$ cat config.mk
export PLATFORM = sky130hd
export DESIGN_NAME = ccg_bist_sig_engine
export DESIGN_NICKNAME = d
export VERILOG_FILES = /design/src/rtl/ccg_bist_sig_engine.sv
export SDC_FILE = /design/constraint.sdc
export NUM_CORES = 1
export LEC_CHECK = 0
export ABC_AREA = 1
export BUFFER_PORTS_ARGS = -buffer_cell sky130_fd_sc_hd__buf_2
export CAP_MARGIN = 15
export CORE_MARGIN = 3
export CORE_UTILIZATION = 59
export DETAILED_ROUTE_END_ITERATION = 10
export GPL_TIMING_DRIVEN = 0
export HOLD_SLACK_MARGIN = 0.05
export PLACE_DENSITY = 0.85
export SYNTH_ARGS = -nofsm -noshare
export SYNTH_HDL_FRONTEND = slang
export SYNTH_SLANG_ARGS = --single-unit
$ cat constraint.sdc
create_clock -name clk -period 3.4 [get_ports clk]
set_input_delay 0.68 -clock clk [delete_from_list [all_inputs] [get_ports clk]]
set_output_delay 0.68 -clock clk [all_outputs]
set_load 0.02 [all_outputs]
$ cat src/rtl/ccg_bist_sig_engine.sv
// BIST harness: drives a combinational (optionally pipelined) circuit from an
// LFSR or exhaustive counter and compacts its responses into a MISR signature.
module ccg_bist_sig_engine #(
    parameter int                N_IN      = 9,
    parameter int                N_OUT     = 12,
    parameter int                LFSR_W    = 16,
    parameter logic [LFSR_W-1:0] LFSR_POLY = 16'hB400,
    parameter int                SIG_W     = 32,
    parameter logic [SIG_W-1:0]  SIG_POLY  = 32'h04C11DB7,
    parameter int                CNT_W     = 16,
    parameter int                DUT_LAT   = 0
) (
    input  logic              clk,
    input  logic              rst_n,
    input  logic              start,
    input  logic              mode,
    input  logic [LFSR_W-1:0] seed,
    input  logic [CNT_W-1:0]  num_vec,
    output logic [N_IN-1:0]   x,
    input  logic [N_OUT-1:0]  f,
    output logic              busy,
    output logic              done,
    output logic [SIG_W-1:0]  signature,
    output logic [CNT_W-1:0]  vec_cnt
);

    typedef enum logic [1:0] {
        IDLE  = 2'd0,
        RUN   = 2'd1,
        FLUSH = 2'd2
    } state_t;

    state_t             state;
    logic               mode_q;
    logic [LFSR_W-1:0]  stim;
    logic [CNT_W-1:0]   rem;
    logic [1:0]         flush_cnt;

    logic [LFSR_W-1:0]  stim_lfsr;
    logic [LFSR_W-1:0]  stim_cnt;
    logic [LFSR_W-1:0]  stim_nxt;
    logic [LFSR_W-1:0]  stim_load;
    logic [N_IN-1:0]    cnt_inc;
    logic [SIG_W-1:0]   f_ext;
    logic [SIG_W-1:0]   misr_nxt;
    logic               running;
    logic               cap;

    assign running = (state == RUN);

    always_comb begin
        stim_lfsr = (stim >> 1) ^ (stim[0] ? LFSR_POLY : '0);
        cnt_inc   = stim[N_IN-1:0] + N_IN'(1);
        stim_cnt  = '0;
        stim_cnt[N_IN-1:0] = cnt_inc;
        stim_nxt  = mode_q ? stim_cnt : stim_lfsr;

        // an all-zero LFSR state would lock up, so seed 0 becomes 1
        stim_load = '0;
        if (mode) begin
            stim_load[N_IN-1:0] = seed[N_IN-1:0];
        end else if (seed == '0) begin
            stim_load = LFSR_W'(1);
        end else begin
            stim_load = seed;
        end

        f_ext = '0;
        f_ext[N_OUT-1:0] = f;
        misr_nxt = {signature[SIG_W-2:0], 1'b0}
                 ^ (signature[SIG_W-1] ? SIG_POLY : '0)
                 ^ f_ext;
    end

    // capture strobe follows "vector driven" through the circuit's pipe depth
    generate
        if (DUT_LAT == 0) begin : g_nolat
            assign cap = running;
        end else begin : g_lat
            logic [DUT_LAT-1:0] vsh;
            always_ff @(posedge clk) begin
                if (!rst_n) begin
                    vsh <= '0;
                end else begin
                    vsh <= (vsh << 1) | DUT_LAT'(running);
                end
            end
            assign cap = vsh[DUT_LAT-1];
        end
    endgenerate

    always_ff @(posedge clk) begin
        if (!rst_n) begin
            state     <= IDLE;
            mode_q    <= 1'b0;
            stim      <= '0;
            rem       <= '0;
            flush_cnt <= '0;
            x         <= '0;
            busy      <= 1'b0;
            done      <= 1'b0;
            signature <= '0;
            vec_cnt   <= '0;
        end else begin
            done <= 1'b0;
            if (cap) begin
                signature <= misr_nxt;
                vec_cnt   <= vec_cnt + CNT_W'(1);
            end
            unique case (state)
                IDLE: begin
                    if (start) begin
                        mode_q    <= mode;
                        rem       <= num_vec;
                        stim      <= stim_load;
                        x         <= stim_load[N_IN-1:0];
                        signature <= '0;
                        vec_cnt   <= '0;
                        if (num_vec == '0) begin
                            done <= 1'b1;
                        end else begin
                            state <= RUN;
                            busy  <= 1'b1;
                        end
                    end
                end
                RUN: begin
                    if (rem == CNT_W'(1)) begin
                        if (DUT_LAT == 0) begin
                            state <= IDLE;
                            busy  <= 1'b0;
                            done  <= 1'b1;
                        end else begin
                            state     <= FLUSH;
                            flush_cnt <= 2'(DUT_LAT - 1);
                        end
                    end else begin
                        rem  <= rem - CNT_W'(1);
                        stim <= stim_nxt;
                        x    <= stim_nxt[N_IN-1:0];
                    end
                end
                FLUSH: begin
                    if (flush_cnt == 2'd0) begin
                        state <= IDLE;
                        busy  <= 1'b0;
                        done  <= 1'b1;
                    end else begin
                        flush_cnt <= flush_cnt - 2'd1;
                    end
                end
                default: begin
                    state <= IDLE;
                    busy  <= 1'b0;
                end
            endcase
        end
    end

endmodule

==> results of run 1 <==
-- placed cells by master (no fill, tap or decap), drive strengths merged --
cell type and count:
a211oi 1, a21oi 70, a221oi 1, a22o 1, a22oi 1, a31oi 2
and3 1, buf 135, bufinv 2, clkbuf 18, clkinv 1, clkinvlp 2
dfxtp 83, ha 4, inv 76, nand2 196, nand3 56, nand3b 3
nand4 9, nor2 97, nor3 5, o21ai 51, o221ai 1, o22ai 2
or2 10, xnor2 13, xor2 1
-- worst min-delay path by stage --
stage                                  start                  endpoint  slack, ns  cells past startpoint
floorplan              stim[10]$_SDFFE_PN0P_     stim[10]$_SDFFE_PN0P_       0.46                      2
global placement      vec_cnt[13]$_SDFF_PN0_    vec_cnt[13]$_SDFF_PN0_       0.46                      2
detailed placement    vec_cnt[14]$_SDFF_PN0_    vec_cnt[14]$_SDFF_PN0_       0.46                      2
CTS                   vec_cnt[14]$_SDFF_PN0_    vec_cnt[14]$_SDFF_PN0_       0.48                      2
global route        signature[29]$_SDFF_PN0_  signature[30]$_SDFF_PN0_       0.51                      2
finish                vec_cnt[14]$_SDFF_PN0_    vec_cnt[14]$_SDFF_PN0_       0.48                      2
-- metrics by stage --
step,worst slack (ns),instance area (µm²),total power (W)
2_1_floorplan,1.822,4613,0.001484
3_3_place_gp,1.496,5268,0.001625
3_5_place_dp,1.423,5268,0.001640
4_1_cts,1.572,5500,0.002460
5_1_grt,1.528,5500,0.002588
6_report,1.567,5500,0.002466
-- state kept, by name (all words and copies together), names as in the netlist --
| signal | count |
|---|---|
| busy | 1 |
| done | 1 |
| mode_q | 1 |
| rem | 16 |
| signature | 32 |
| stim | 8 |
| vec_cnt | 16 |
| x | 8 |
-- cells by family after synthesis --
kind of cell / Yosys count / share of synthesized area, %
flip-flops: 83 / 36.02
AO/OA/AOI/OAI: 130 / 14.81
buffers and inverters: 112 / 10.74
XOR/XNOR: 14 / 2.658
adder cells (fa/ha/maj): 4 / 1.085
AND/OR/NAND/NOR: 377 / 34.69
-- per-layer routing --
layer | vias up | routed length, µm
met5 | - | 0
met4 | 0 | 274
met3 | 30 | 973
met2 | 222 | 6082
met1 | 2304 | 5377
li1 | 2528 | -
-- worst reg2reg max path: cells and delay by family (launching register included) --
| kind | cells | cell delay, ns |
|---|---|---|
| AOI/OAI and AO/OA | 1 | 0.21 |
| buffers and inverters | 1 | 0.19 |
| and+or+nand+nor | 6 | 0.63 |
| adders and majority gates | 1 | 0.17 |
| DFF | 1 | 0.42 |
-- power by group through the flow --
stage | clock network [W] | logic (W) | registers (W)
after detailed placement | 0 | 0.000529 | 0.00111
after global placement | 0 | 0.000516 | 0.00111
after floorplan | 0 | 0.000376 | 0.00111
final | 0.000835 | 0.000540 | 0.00109
after global routing | 0.000881 | 0.000607 | 0.00110
after CTS | 0.000838 | 0.000534 | 0.00109
-- synth_stat cells --
cell type  instances  area share [%]
nand2_1          193              16
nor2_1            91             7.4
dfxtp_1           83              36
inv_1             74             6.0
a21oi_1           69             7.5
nand3_1           56             6.1
o21ai_0           50             5.4
xnor2_1           13             2.5
buf_2             12             1.3
buf_4             12             2.0
or2_2             10             1.4
nand4_1            9             1.2
clkbuf_1           8            0.65
ha_1               4             1.1
nor2_2             4            0.54
nor3_1             4            0.43
buf_1              3            0.24
nand3b_1           3            0.49
a31oi_1            2            0.27
buf_6              2            0.49
nand2_4            2            0.49
nor2_4             2            0.49
o22ai_1            2            0.27
a211oi_1           1            0.16
a21oi_4            1            0.35
a221oi_1           1            0.19
a22o_1             1            0.19
a22oi_1            1            0.16
and3_1             1            0.14
clkinv_1           1           0.081
nand2_2            1            0.14
nor3_2             1            0.22
o21ai_1            1            0.11
o221ai_1           1            0.19
xor2_1             1            0.19
-- final cells by class --
| class | count | area (µm²) |
|---|---|---|
| multi-input combinational | 525 | 2456 |
| fill | 635 | 1908 |
| sequential | 83 | 1662 |
| timing repair buffer | 106 | 530.5 |
| inverter | 75 | 281.5 |
| buffer | 37 | 214.0 |
| clock buffer | 10 | 137.6 |
| tap | 99 | 123.9 |
| clock inverter | 6 | 95.09 |
==> metrics.cfg, run 1 <==
[placed_design]
place_congestion = 0.9346
post-dp-hpwl_um = 9315
dpl.cell_count = 925
portBuffers = 106

[job]
cap_violations = 0

[detailed_routing]
drtPass1Iterations = 5
drt-initial-drc-count = 324
drc = 0
ant_nets = 0
vias = 5084
via_per_inst = 5.403
totalWireLength_um = 12710
wire_per_inst_um = 13.50

[outcome]
status = finished clean

[pwr]
power_switching_w = 0.0007961
comb_power_share_pct = 21.9
p_seq_share_pct = 44.3
clockPowerShare_pct = 33.9
netSwitchingFraction_pct = 32.28
intPower_w = 0.001670
vdd_drop_max_uv = 237.4
pwr_density_cell_nw_per_um2 = 448.4
p_leak_nw = 2.644

[setup_path]
r2r_slack_ns = 1.67
cp-end-kind = output pin
r2r_cells = 9
crit_start = x[5]$_SDFFE_PN0P_
critical_path_depth = 2
startpoint_type = flop
r2r-start = rem[0]$_SDFFE_PN0P_
crit_fanout = 9
cp.arrival_ns = 1.15
worstSetupPathType = flop to output pin
path_cells = buf_4 -> buf_2
r2r_end = stim[13]$_SDFFE_PN0P_
crit_buf_inv = 2
cpMaxStageDelayCell = dfxtp_1
cp_data_required_time_ns = 2.72
crit_family = flip-flops
cpPeakStageDelay_ns = 0.49
endpoint = x[5]

[clocking]
cts_setup_buffers = 0
htreeDepth = 3
cts_buffers = 9
cts-resized-gates = 0
path_clk_slew_ns = 0.09
clkSinkCount = 83
clk_latency_ns = 0.36
cts_hold_buf = 0
cts_root_buffer = clkbuf_8
cts_tree = yes
clockBufferDepth = 2

[global_routing]
grt_pass1_wl_um = 20710
grt_usage_pct = 28.84
grt-ovfl-total = 0
grt_util_met1_pct = 36.86
top_usage_layer = met2
grt_max_degree = 16
grt_pass1_vias = 4586
antenna_found_initial = 0
met2_usage_pct = 48.40
use_met3_pct = 4.542

[die]
die_w_um = 94.43
io_pins = 107
initial_utilization_pct = 62.27
row_count = 31
core_um2 = 7408
dieArea_um2 = 8916
die_h_um = 94.43

[sta]
tightest_slew_ns = 0.6074
fin_skew_ns = 0.007698
post-route-period-util_pct = 53.90
setup-tns-final_ns = 0
hold_viol_final = 0
layout_min_cycle_time_ns = 1.833
rsz0062_at_grt = no
fmax_mhz = 545.7
setup_violations = 0
maxSlewViolCount = 0
slew_headroom_pct = 59.50
hold_ws_ns = 0.4772

[yosys]
yosysWarnings = 0
syn_area_per_cell_um2 = 6.407
ys_seq_elements = 83
synthCells = 720
synth_seq_area_share_pct = 36.02
synth_nets = 772
yosys.cell_types.count = 35
syn_area_um2 = 4613

[finish]
drive_gt1_share_pct = 20.07
fin_nets = 889
syn_to_final_growth_pct = 19.23
stdcell_count = 941
n_antenna_cell = 0
final_core_util_pct = 74.24

[worst_hold_path]
min_path_type = flop to flop

No activity file was read; power rests on OpenSTA's default activity.
==> run 2, diff against run 1 <==
CORE_UTILIZATION = 49   (was 59)
PLACE_DENSITY = 0.76   (was 0.85)
clock period = 1.62 ns   (was 3.4 ns; I/O delays follow)
==> metrics.cfg, run 2 (synthesized netlist as in run 1, its figures left out) <==
[clocking]
htreeDepth = 3  ; unchanged
clkSinkCount = 83  ; unchanged
clk_latency_ns = 0.36  ; about the same
cts_root_buffer = clkbuf_8
clockBufferDepth = 2  ; unchanged
cts_tree = yes
path_clk_slew_ns = 0.09  ; about the same
cts_buffers = 9  ; unchanged

[detailed_routing]
vias = 4960  ; -2.4%
drt-initial-drc-count = 259  ; -20%
totalWireLength_um = 12910  ; +1.6%
wire_per_inst_um = 13.57  ; +0.49%
ant_nets = 0  ; unchanged
drtPass1Iterations = 5  ; unchanged
drc = 0  ; unchanged
via_per_inst = 5.216  ; -3.5%

[placed_design]
place_congestion = 0.9745  ; +4.3%
portBuffers = 106  ; unchanged
post-dp-hpwl_um = 9741  ; +4.6%
placed_cell_area_um2 = 5279  ; +0.21%

[die]
die_h_um = 103.0  ; +9.1%
dieArea_um2 = 10620  ; +19%
die_w_um = 103.0  ; +9.1%
initial_utilization_pct = 51.64  ; -11 points
row_count = 34  ; +9.7%
core_um2 = 8934  ; +21%
io_pins = 107  ; unchanged

[pwr]
clockPowerShare_pct = 31.3  ; -2.6 points
intPower_w = 0.003372  ; +100%
netSwitchingFraction_pct = 33.20  ; +0.92 points
vdd_drop_max_uv = 466.8  ; +97%
p_leak_nw = 2.650  ; +0.23%
p_seq_share_pct = 45.5  ; +1.2 points
p_total_w = 0.005049  ; +100%
pwr_density_cell_nw_per_um2 = 907.8  ; +100%
comb_power_share_pct = 23.2  ; +1.3 points
power_switching_w = 0.001676  ; +110%

[finish]
top_regs = signature x32, rem x16, vec_cnt x16
top_register = signature
seqCellArea_um2 = 1668  ; +0.38%
final_common_cell = nand2_1
final_cell_area_um2 = 5562  ; +1.1%
drive_gt1_share_pct = 21.83  ; +1.8 points
layout_common_cells = nand2_1 (193), buf_2 (116), nor2_1 (84), dfxtp_1 (78), inv_1 (74)
n_antenna_cell = 0  ; unchanged
fill_cells = 880  ; +39%
fin_nets = 890  ; +0.11%
syn_to_final_growth_pct = 20.56
largest_reg_flops = 32  ; unchanged
multiInputGateArea_um2 = 2496  ; +1.6%

[setup_path]
worstSetupPathType = flop to flop
cp_data_required_time_ns = 1.85  ; -0.87 ns
r2r-start = busy$_SDFFE_PN0P_
crit_start = busy$_SDFFE_PN0P_
endpoint = signature[6]$_SDFF_PN0_
r2r_cells = 5  ; -4
cpPeakStageDelay_ns = 0.53  ; +0.04 ns
crit_buf_inv = 2  ; unchanged
critical_path_depth = 5  ; +3
r2r_slack_ns = 0.06  ; -1.61 ns
r2r_end = signature[6]$_SDFF_PN0_
startpoint_type = flop
cp.arrival_ns = 1.79  ; +0.64 ns
crit_fanout = 10  ; +1
cp-end-kind = flop
path_cells = inv_1 -> clkbuf_1 -> a21oi_1 -> o21ai_0 -> a21oi_1
worst_path_most_repeated_cell = a21oi_1
cpMaxStageDelayCell = clkbuf_1
crit_family = buffers and inverters

[global_routing]
grt_pass1_vias = 4532  ; -1.2%
antenna_found_initial = 0  ; unchanged
grt-ovfl-total = 0  ; unchanged
grt_usage_pct = 24.35  ; -4.5 points
grt_max_degree = 16  ; unchanged
grt_pass1_wl_um = 20510  ; -0.97%

[sta]
tightest_slew_ns = 0.6347  ; +0.02727 ns
maxSlewViolCount = 0  ; unchanged
rsz0062_at_grt = yes
layout_min_cycle_time_ns = 1.557
fmax_mhz = 642.4
post-route-period-util_pct = 96.08
slew_headroom_pct = 57.69  ; -1.8 points
hold_viol_final = 0  ; unchanged
fin_skew_ns = 0.01253  ; +0.004834 ns
setup_violations = 0  ; unchanged

[outcome]
status = finished clean

[worst_hold_path]
min_path_type = primary input to flop

[job]
cap_violations = 0  ; unchanged

run 2: repair_timing:
item | in CTS | in global routing
pin swaps | 0 | 2
gates resized for setup | 2 | 37
hold buffers | 0 | 0
endpoints found under the setup margin | 18 | 64
setup buffers | 1 | 0
run 2: per-layer routing:
metal  global-route usage [%]  vias to the layer above  wire (µm)
met1                    30.79                     2267       5608
met3                    5.142                       14        825
met4                    7.072                        0        175
met5                        0                        -          0
li1                         -                     2535          -
met2                    41.79                      144       6296
run 2: area by class of cell:
cell class              instances  area share [%]
clock buffers                  10           2.475
plain buffers                  37           4.139
inverters                      75           5.062
multi-input cells             525           44.88
clock inverters                 6           1.282
well taps                     108           2.430
repair buffers                107           9.741
flip-flops and latches         83           29.99
run 2: power by group through the flow:
stage / Clock [W] / Combinational (W) / Sequential, W
2_1_floorplan: 0 / 0.000788 / 0.00233
3_3_place_gp: 0 / 0.00110 / 0.00233
3_5_place_dp: 0 / 0.00112 / 0.00233
4_1_cts: 0.00161 / 0.00113 / 0.00229
5_1_grt: 0.00170 / 0.00131 / 0.00232
6_report: 0.00158 / 0.00117 / 0.00230
run 2: worst min-delay path by stage:
| stage | from | to | slack [ns] | cells after the start |
|---|---|---|---|---|
| finish | start | mode_q$_SDFFE_PN0P_ | 0.23 | 2 |
| global route | start | mode_q$_SDFFE_PN0P_ | 0.22 | 2 |
| CTS | start | mode_q$_SDFFE_PN0P_ | 0.22 | 2 |
| detailed placement | signature[18]$_SDFF_PN0_ | signature[18]$_SDFF_PN0_ | 0.47 | 2 |
| global placement | vec_cnt[14]$_SDFF_PN0_ | vec_cnt[14]$_SDFF_PN0_ | 0.46 | 2 |
| floorplan | start | mode_q$_SDFFE_PN0P_ | 0.44 | 1 |
run 2: metrics by stage:
step | instances | TNS [ns] | util, % | setup slack [ns] | hold WS, ns
finish | 951 | 0 | 62.25 | 0.06345 | 0.2336
global route | 951 | -0.2598 | 62.25 | -0.04021 | 0.2240
CTS | 951 | 0 | 61.53 | 0.01529 | 0.2164
detailed placement | 934 | -0.1333 | 59.09 | -0.04338 | 0.4703
global placement | 934 | -0.005438 | 59.09 | -0.005438 | 0.4616
floorplan | 720 | 0 | - | 0.08753 | 0.4413
run 2: worst reg2reg max path: stages, from the launching register on:
cell and delay [ns]:
dfxtp_2 0.38, inv_1 0.23, clkbuf_1 0.53, a21oi_1 0.09
o21ai_0 0.12, a21oi_1 0.09
==> run 3, diff against run 2 <==
REMOVE_ABC_BUFFERS = 1   (was default)
==> metrics.cfg, run 3 (synthesized netlist as in run 1, its figures left out) <==
[sta]
fmax_mhz = 647.2  ; +0.74%
tightest_slew_ns = 0.4680  ; -0.1667 ns
fin_skew_ns = 0.01400  ; +0.001468 ns
maxSlewViolCount = 0  ; unchanged
hold_viol_final = 0  ; unchanged
setup-tns-final_ns = 0  ; unchanged
slew_headroom_pct = 68.73  ; +11 points
post-route-period-util_pct = 95.38  ; -0.71 points
rsz0062_at_grt = yes
setup_violations = 0  ; unchanged
layout_min_cycle_time_ns = 1.545  ; -0.01144 ns
hold_ws_ns = 0.2473  ; +0.01364 ns

[setup_path]
startpoint_type = flop
r2r-start = busy$_SDFFE_PN0P_
worst_path_most_repeated_cell = nor2_1
cp_data_required_time_ns = 1.88  ; +0.03 ns
r2r_cells = 7  ; +2
cp-end-kind = flop
path_cells = buf_12 -> nor2_4 -> clkinvlp_4 -> nand2_8 -> nand2_1 -> nor2_1 -> nor2_1
cpPeakStageDelay_ns = 0.36  ; -0.17 ns
r2r_slack_ns = 0.07  ; about the same
crit_family = simple AND/OR/NAND/NOR gates
crit_start = busy$_SDFFE_PN0P_
crit_fanout = 32  ; +22
r2r_end = x[7]$_SDFFE_PN0P_
crit_buf_inv = 2  ; unchanged
cpMaxStageDelayCell = dfxtp_4
worstSetupPathType = flop to flop
cp.arrival_ns = 1.81  ; +0.02 ns

[detailed_routing]
wire_per_inst_um = 13.78  ; +1.5%
drt-initial-drc-count = 348  ; +34%
drtPass1Iterations = 6  ; +1
totalWireLength_um = 12880  ; -0.18%
drc = 0  ; unchanged
ant_nets = 0  ; unchanged
via_per_inst = 5.375  ; +3.1%
vias = 5026  ; +1.3%

[finish]
syn_to_final_growth_pct = 22.78
top_register = signature
layout_common_cells = nand2_1 (192), buf_2 (105), nor2_1 (82), dfxtp_1 (73), inv_1 (71)
drive_gt1_share_pct = 22.85  ; +1.0 points
final_core_util_pct = 63.40  ; +1.1 points
fin_nets = 874  ; -1.8%
fill_cells = 819  ; -6.9%
seqCellArea_um2 = 1682  ; +0.83%
n_antenna_cell = 0  ; unchanged
multiInputGateArea_um2 = 2551  ; +2.2%
final_common_cell = nand2_1
top_regs = signature x32, rem x16, vec_cnt x16
largest_reg_flops = 32  ; unchanged

[clocking]
clockBufferDepth = 2  ; unchanged
cts_hold_buf = 0  ; unchanged
cts_buffers = 9  ; unchanged
cts_root_buffer = clkbuf_8
cts_tree = yes
path_clk_slew_ns = 0.10  ; about the same
clkSinkCount = 83  ; unchanged
clk_latency_ns = 0.37  ; about the same
htreeDepth = 3  ; unchanged

[die]
die_h_um = 103.0  ; unchanged
dieArea_um2 = 10620  ; unchanged
io_pins = 107  ; unchanged
row_count = 34  ; unchanged
initial_utilization_pct = 51.64  ; unchanged
die_w_um = 103.0  ; unchanged
core_um2 = 8934  ; unchanged

[global_routing]
grt-ovfl-total = 0  ; unchanged
grt_pass1_wl_um = 20820  ; +1.5%
antenna_found_initial = 0  ; unchanged
grt_max_degree = 33  ; +17
grt_usage_pct = 24.35  ; about the same
grt_pass1_vias = 4585  ; +1.2%

[worst_hold_path]
hold-path-cell-count = 4  ; +2
min_from = f[4]
min_to = signature[4]$_SDFF_PN0_
min_path_type = primary input to flop

[job]
cap_violations = 0  ; unchanged

[pwr]
pwr_density_cell_nw_per_um2 = 876.0  ; -3.5%
p_leak_nw = 2.663  ; +0.50%
vdd_drop_max_uv = 499.9  ; +7.1%

[placed_design]
portBuffers = 106  ; unchanged
post-dp-hpwl_um = 8340  ; -14%
place_congestion = 0.9068  ; -6.9%

[outcome]
status = finished clean

run 3: changes by cell type in the layout (fill, tap and decap cells not counted), sizes merged:
cell	before	now
clkinvlp	2	7
inv	76	75
bufinv	1	0
clkinv	2	1
buf	137	124
a21oi	70	71
clkbuf	17	9
bufbuf	0	2
run 3: metrics by stage:
step           area, µm²  power (W)  setup WS, ns  cells
2_1_floorplan       4399   0.003026        -1.265    683
3_3_place_gp        5065   0.003318        -2.398    897
3_5_place_dp        5131   0.003379       -0.7417    900
4_1_cts             5565   0.004902     0.0006171    933
5_1_grt             5664   0.005249      -0.03289    935
6_report            5664   0.004962       0.07488    935
run 3: routing by layer:
metal,part of all wire [%],track usage [%]
met5,0,0
met4,2.7,8.964
met3,6.5,5.616
met2,50,42.28
met1,41,29.28
run 3: area by class of cell:
cell class	instances	share of cell area, %
flip-flops and latches	83	29.69
clock buffers	9	2.187
multi-input cells	526	45.04
repair buffers	126	14.31
repair inverters	1	0.1325
inverters	75	5.235
clock inverters	7	1.016
well taps	108	2.386
run 3: repair_timing:
| action | CTS | global route |
|---|---|---|
| pin swaps | 6 | 4 |
| resized for setup | 15 | 25 |
| cloned | 4 | 0 |
| setup endpoints to repair | 75 | 39 |
| setup buffers | 13 | 2 |
run 3: power by group:
group | internal (W) | switching (W) | leakage [nW]
sequential | 0.00216 | 0.000140 | 0.683
combinational | 0.000477 | 0.000751 | 1.89
clock | 0.000581 | 0.000854 | 0.0886
total | 0.00322 | 0.00174 | 2.66
run 3: how the worst max path moves through the flow:
| stage | end | slack [ns] | cells after the start |
|---|---|---|---|
| after CTS | stim[8]$_SDFFE_PN0P_ | 0.0006 | 8 |
| after detailed placement | stim[12]$_SDFFE_PN0P_ | -0.74 | 7 |
| after floorplan | x[2]$_SDFFE_PN0P_ | -1.26 | 6 |
| after global placement | stim[12]$_SDFFE_PN0P_ | -2.40 | 6 |
| after global routing | x[0]$_SDFFE_PN0P_ | -0.03 | 9 |
| final | x[7]$_SDFFE_PN0P_ | 0.07 | 7 |
run 3: tightest hold or removal path: stages:
cell	delay (ns)
buf_2	0.08
nand2_1	0.04
nand3_1	0.07
a21oi_1	0.05
